### src/rtl/stopwatch_pkg.sv
// Shared stopwatch definitions: active-low 7-segment glyphs, display digit
// positions and the adjust-select encoding used by the counter and the display.
package stopwatch_pkg;

    // Bit order {g,f,e,d,c,b,a}; a 0 lights the segment.
    localparam logic [6:0] SEG_DIGIT [0:9] = '{
        7'h40, 7'h79, 7'h24, 7'h30, 7'h19,
        7'h12, 7'h02, 7'h78, 7'h00, 7'h10
    };
    localparam logic [6:0] SEG_DASH  = 7'h3F;
    localparam logic [6:0] SEG_BLANK = 7'h7F;

    typedef enum logic [1:0] {
        IDX_SEC_R = 2'd0,
        IDX_SEC_L = 2'd1,
        IDX_MIN_R = 2'd2,
        IDX_MIN_L = 2'd3
    } digit_idx_e;

    localparam logic [2:0] ADJ_MIN_L = 3'd0;
    localparam logic [2:0] ADJ_MIN_R = 3'd1;
    localparam logic [2:0] ADJ_SEC_L = 3'd2;
    localparam logic [2:0] ADJ_SEC_R = 3'd3;

    // True when the adjust selection refers to the digit at display position idx.
    function automatic logic adj_hits(input logic [2:0] adj_sel, input digit_idx_e idx);
        case (adj_sel)
            ADJ_MIN_L: return idx == IDX_MIN_L;
            ADJ_MIN_R: return idx == IDX_MIN_R;
            ADJ_SEC_L: return idx == IDX_SEC_L;
            ADJ_SEC_R: return idx == IDX_SEC_R;
            default:   return 1'b0;
        endcase
    endfunction

endpackage

### src/rtl/seg_display_mux_if.sv
// Counter-to-display bundle: digit values and adjust state in, pin drive out.
interface seg_display_mux_if;
    logic [4:0] min_l;
    logic [4:0] min_r;
    logic [4:0] sec_l;
    logic [4:0] sec_r;
    logic       adj_mode;
    logic [2:0] adj_sel;
    logic [6:0] seg;
    logic       dp;
    logic [3:0] an;

    modport master (
        output min_l, min_r, sec_l, sec_r, adj_mode, adj_sel,
        input  seg, dp, an
    );

    modport slave (
        input  min_l, min_r, sec_l, sec_r, adj_mode, adj_sel,
        output seg, dp, an
    );
endinterface

### src/rtl/seg_display_mux_decoder.sv
// Combinational 5-bit digit value to active-low 7-segment pattern; 10..31 show a dash.
module seg_decoder
    import stopwatch_pkg::*;
(
    input  logic [4:0] value,
    output logic [6:0] pattern
);
    always_comb begin
        pattern = SEG_DASH;
        for (int i = 0; i < 10; i++) begin
            if (value == 5'(i)) pattern = SEG_DIGIT[i];
        end
    end
endmodule

### src/rtl/seg_display_mux.sv
// 4-digit common-anode scan driver with per-frame input snapshot, anti-ghost
// dead time, colon on the minutes-ones digit and blinking of the adjusted digit.
module seg_display_mux
    import stopwatch_pkg::*;
#(
    parameter int REFRESH_DIV = 100000,
    parameter int BLINK_DIV   = 25000000
) (
    input logic              clk,
    input logic              rst_n,
    seg_display_mux_if.slave bus
);
    localparam int RW = $clog2(REFRESH_DIV);
    localparam int BW = $clog2(BLINK_DIV);
    localparam logic [RW-1:0] REFRESH_LAST = RW'(REFRESH_DIV - 1);
    localparam logic [BW-1:0] BLINK_LAST   = BW'(BLINK_DIV - 1);

    logic [RW-1:0] refresh_cnt;
    digit_idx_e    digit_idx;
    logic [BW-1:0] blink_cnt;
    logic          blink_phase;
    logic [4:0]    shadow [4];
    logic [4:0]    cur_val;
    logic [6:0]    glyph;
    logic          blanked;
    logic [3:0]    an_next;
    logic [3:0]    an_q;
    logic [6:0]    seg_q;
    logic          dp_q;

    assign cur_val = shadow[digit_idx];

    seg_decoder u_decoder (
        .value   (cur_val),
        .pattern (glyph)
    );

    // First cycle of each slot is dead time; a blinked digit stays dark for its whole slot.
    always_comb begin
        blanked = bus.adj_mode && blink_phase && adj_hits(bus.adj_sel, digit_idx);
        an_next = 4'b1111;
        if (refresh_cnt != '0 && !blanked) an_next[digit_idx] = 1'b0;
    end

    always_ff @(posedge clk or negedge rst_n) begin
        if (!rst_n) begin
            refresh_cnt <= '0;
            digit_idx   <= IDX_SEC_R;
            blink_cnt   <= '0;
            blink_phase <= 1'b0;
            for (int i = 0; i < 4; i++) shadow[i] <= '0;
            an_q        <= 4'b1111;
            seg_q       <= SEG_BLANK;
            dp_q        <= 1'b1;
        end else begin
            if (refresh_cnt == REFRESH_LAST) begin
                refresh_cnt <= '0;
                digit_idx   <= digit_idx_e'(digit_idx + 2'd1);
            end else begin
                refresh_cnt <= refresh_cnt + 1'b1;
            end

            if (blink_cnt == BLINK_LAST) begin
                blink_cnt   <= '0;
                blink_phase <= ~blink_phase;
            end else begin
                blink_cnt <= blink_cnt + 1'b1;
            end

            // Whole-frame snapshot so one scan never mixes old and new digits.
            if (refresh_cnt == '0 && digit_idx == IDX_SEC_R) begin
                shadow[IDX_SEC_R] <= bus.sec_r;
                shadow[IDX_SEC_L] <= bus.sec_l;
                shadow[IDX_MIN_R] <= bus.min_r;
                shadow[IDX_MIN_L] <= bus.min_l;
            end

            an_q  <= an_next;
            seg_q <= glyph;
            dp_q  <= an_next[IDX_MIN_R];
        end
    end

    assign bus.an  = an_q;
    assign bus.seg = seg_q;
    assign bus.dp  = dp_q;

endmodule

### src/flat_wrapper.sv
// flat-port wrapper written by rule: the top's interface ports become plain ports
module seg_display_mux_flat import stopwatch_pkg::*;
#(
    parameter int REFRESH_DIV = 100000,
    parameter int BLINK_DIV   = 25000000
)
  (clk, rst_n, bus_min_l, bus_min_r, bus_sec_l, bus_sec_r, bus_adj_mode, bus_adj_sel, bus_seg, bus_dp, bus_an);
  seg_display_mux_if bus_i ();
  input logic clk;
  input logic rst_n;
  input wire logic [$bits(bus_i.min_l)-1:0] bus_min_l;
  input wire logic [$bits(bus_i.min_r)-1:0] bus_min_r;
  input wire logic [$bits(bus_i.sec_l)-1:0] bus_sec_l;
  input wire logic [$bits(bus_i.sec_r)-1:0] bus_sec_r;
  input wire logic [$bits(bus_i.adj_mode)-1:0] bus_adj_mode;
  input wire logic [$bits(bus_i.adj_sel)-1:0] bus_adj_sel;
  output wire logic [$bits(bus_i.seg)-1:0] bus_seg;
  output wire logic [$bits(bus_i.dp)-1:0] bus_dp;
  output wire logic [$bits(bus_i.an)-1:0] bus_an;
  assign bus_i.min_l = bus_min_l;
  assign bus_i.min_r = bus_min_r;
  assign bus_i.sec_l = bus_sec_l;
  assign bus_i.sec_r = bus_sec_r;
  assign bus_i.adj_mode = bus_adj_mode;
  assign bus_i.adj_sel = bus_adj_sel;
  assign bus_seg = bus_i.seg;
  assign bus_dp = bus_i.dp;
  assign bus_an = bus_i.an;
  seg_display_mux #(.REFRESH_DIV(REFRESH_DIV), .BLINK_DIV(BLINK_DIV)) u_core (.clk(clk), .rst_n(rst_n), .bus(bus_i));
endmodule
### config.mk
export PLATFORM = sky130hd
export DESIGN_NAME = seg_display_mux_flat
export DESIGN_NICKNAME = d
export VERILOG_FILES = /design/src/rtl/stopwatch_pkg.sv /design/src/rtl/seg_display_mux_if.sv /design/src/rtl/seg_display_mux_decoder.sv /design/src/rtl/seg_display_mux.sv /design/src/flat_wrapper.sv
export SDC_FILE = /design/constraint.sdc
export NUM_CORES = 1
export LEC_CHECK = 0
export ABC_CLOCK_PERIOD_IN_PS = 2450
export CORE_MARGIN = 3
export CORE_UTILIZATION = 29
export DETAILED_ROUTE_END_ITERATION = 10
export GPL_TIMING_DRIVEN = 0
export PLACE_DENSITY_LB_ADDON = 0.08
export SYNTH_ARGS = -nofsm -noshare
export SYNTH_HDL_FRONTEND = slang
export SYNTH_SLANG_ARGS = --single-unit
export TNS_END_PERCENT = 5
### constraint.sdc
create_clock -name clk -period 2.45 [get_ports clk]
set_clock_uncertainty 0.2 [all_clocks]
set_input_delay 0.245 -clock clk [delete_from_list [all_inputs] [get_ports clk]]
set_output_delay 0.245 -clock clk [all_outputs]
set_load 0.02 [all_outputs]
==> run metrics <==
Worst Path Required=2.46 ns; crit path kind=reg2reg; Net Count, Synth=339; post-DR wirelength/cell=13.7 um; uppermost routed layer=met4; Mapped Cells=306; htree depth=3; fraction of layout cells with a size suffix above 1=17.5%; First-pass DRT Iterations=4; clk_lat worst skew=0.33 ns; Vias=2,282; maximum vdd drop=0.351 mV; GRT Overall Usage=11.4%; M1 WL=3.61 mm; FP Rows=40; met2 routed WL=3.31 mm; # diodes=0; synth-to-layout area growth=24.3%; largest net degree at the start of global routing=46; placed inst area=0.00426 mm^2; Num CTS Buffers=9; setup TNS=0 ns; core area=0.0122 mm^2; nets=388; GRT overflow=0; max_slew headroom=40.4%; crit-path max FO=10; routed length on met3=220 um; Setup crit start=u_core.refresh_cnt[11]; LEAKAGE=2.00 nW; sequential fraction of the synthesis area=52.5%; Ports=38; Seq cells post-synth=76; Final Hold Fails=0; FF-to-FF Start=u_core.refresh_cnt[11]; Initial Utilization=30.0%; Warnings, synthesis=0; most frequent cells in the layout=65 x dfrtp_1, 36 x nor2_1, 36 x clkdlybuf4s50_1; first-pass GRT wire length=12.7 mm; CTS tree=built; root buffer cell=clkbuf_16; status=finished clean; commonest non-fill, non-tap cell in the layout=dfrtp_1; Routability Congestion=0.680; Synth cell types=44; vias in the first global route=2,377; final period utilization=91.7%; pins over their slew limit=0; setup bufs post-CTS=0; initial antenna violation count=0; Chip Height=118 um; design area=0.00454 mm^2; final wirelength=7.25 mm; CTS Buffer Depth=2; Least-Margin Pin Slew=0.886 ns; port bufs=37; post-route DRC violation count=0; CP Launch Type=flop; Synth Cell Area=0.00365 mm^2; Util after Layout=37.3%; Max Cap Viol=0; Final setup viols=0; Final ANT Viol Nets=0; Hold Path Class=in2async; power per cell area=583 mW/mm^2; Syn Area/Cell=11.9 um^2; Via density=4.32; Final min period=2.25 ns; CP endpoint kind=flop; unrepaired setup endpoints after global routing=no; Chip Width=118 um; Worst-path clk slew=0.05 ns; DP Wirelength=5.13 mm; 1st-iter DRT viols=60; Worst Path Arrival=2.26 ns; CTS sink count=76; Max Fclk=0.445 GHz; full die area=0.0140 mm^2; worst hold slack=0.212 ns
[area by class of cell]
cell class	instances	area [um^2]
Buffer	9	72.6
Inverter	6	22.5
Clock buffer	13	250
Clock inverter	3	15.0
Sequential cell	76	1920
Timing Repair Buffer	39	405
Fill cell	1201	7630
Multi-Input combinational cell	214	1640
Tap cell	168	210
[through the flow]
step           worst slack (ns)  instances  total power [mW]
3_3_place_gp              -1.94        511              1.47
4_1_cts                   0.107        529              2.70
3_5_place_dp            -0.0439        512              1.48
2_1_floorplan             0.374        306              1.38
6_report                  0.202        528              2.64
5_1_grt                  0.0170        528              2.78
[metal layers]
metal	vias up	track usage [%]
li1	1165	-
met1	1084	15.6
met2	25	17.4
met3	8	3.30
met4	0	3.96
met5	-	0
[cells in the mapped netlist]
library cell / instances / share of area, %
ha_1: 7 / 2.4
o21bai_1: 1 / 0.21
and3_1: 3 / 0.51
a221oi_2: 1 / 0.41
and4_1: 4 / 0.96
mux4_1: 2 / 1.4
nor3_1: 4 / 0.55
buf_4: 2 / 0.41
or3_1: 1 / 0.17
nor4_1: 3 / 0.51
nand3b_1: 1 / 0.21
mux2_4: 20 / 8.2
nor2_1: 36 / 3.7
or2_1: 1 / 0.17
nor3b_1: 1 / 0.21
nor4_4: 1 / 0.58
nor4_2: 1 / 0.34
nand4_1: 14 / 2.4
nor3b_2: 1 / 0.34
a31oi_1: 1 / 0.17
nor4b_1: 2 / 0.48
a21oi_1: 3 / 0.41
dfstp_2: 11 / 7.9
clkbuf_1: 3 / 0.31
buf_2: 1 / 0.14
nand2_1: 23 / 2.4
inv_1: 6 / 0.62
or2b_1: 1 / 0.21
or4_1: 2 / 0.41
xnor2_1: 15 / 3.6
nand3_1: 17 / 2.3
or2_2: 1 / 0.17
mux4_2: 3 / 1.9
nand2b_1: 3 / 0.51
and2_1: 1 / 0.17
o21ai_0: 6 / 0.82
a211o_2: 1 / 0.27
buf_6: 4 / 1.2
xor2_1: 26 / 6.2
dfrtp_1: 65 / 45
a211oi_1: 2 / 0.41
o22ai_1: 1 / 0.17
nor2b_1: 3 / 0.51
nand4_2: 1 / 0.34
[power breakdown]
group,switching [mW],internal (mW)
clock network,0.480,0.709
registers,0.0104,1.28
logic,0.0686,0.0911
total,0.559,2.08
[state kept, by name, summed over array words and instances, names as in the netlist]
register / cells
u_core.blink_cnt: 25
u_core.blink_phase: 1
u_core.bus.an: 4
u_core.bus.seg: 7
u_core.digit_idx: 2
u_core.refresh_cnt: 17
u_core.shadow: 20
[worst paths after layout]
kind	to	slack (ns)	cells after the start
setup reg to reg	u_core.shadow[18]	0.20	5
setup / recovery	u_core.shadow[18]	0.20	5
hold reg to reg	u_core.blink_phase	0.27	1
max in group asynchronous	u_core.bus.an[2]	1.21	3
min in group clk	u_core.blink_phase	0.27	1
hold / removal	u_core.shadow[16]	0.21	2
[kinds of logic (layout without fill, tap and decap cells)]
logic type	Yosys count	after routing	synth area share, %
flops	76	76	52.5
fa+ha+maj	7	7	2.40
mux	25	25	11.5
buf+inv	16	70	2.71
xor+xnor	41	41	9.84
simple gates	125	125	18.2
compound gates	16	16	2.88
[critical path, stage by stage, from the launching register on]
cell and delay [ns]:
dfrtp_1 0.40, or4_1 0.60, nor4_4 0.24, nand4_2 0.19, buf_6 0.20, mux2_4 0.30
[timing repair]
item,4_1_cts,5_1_grt
gates resized for setup,1,0
hold buffers,1,0
endpoints found under the hold margin,30,0
endpoints found under the setup margin,10,4
No activity file was read; power rests on OpenSTA's default activity.
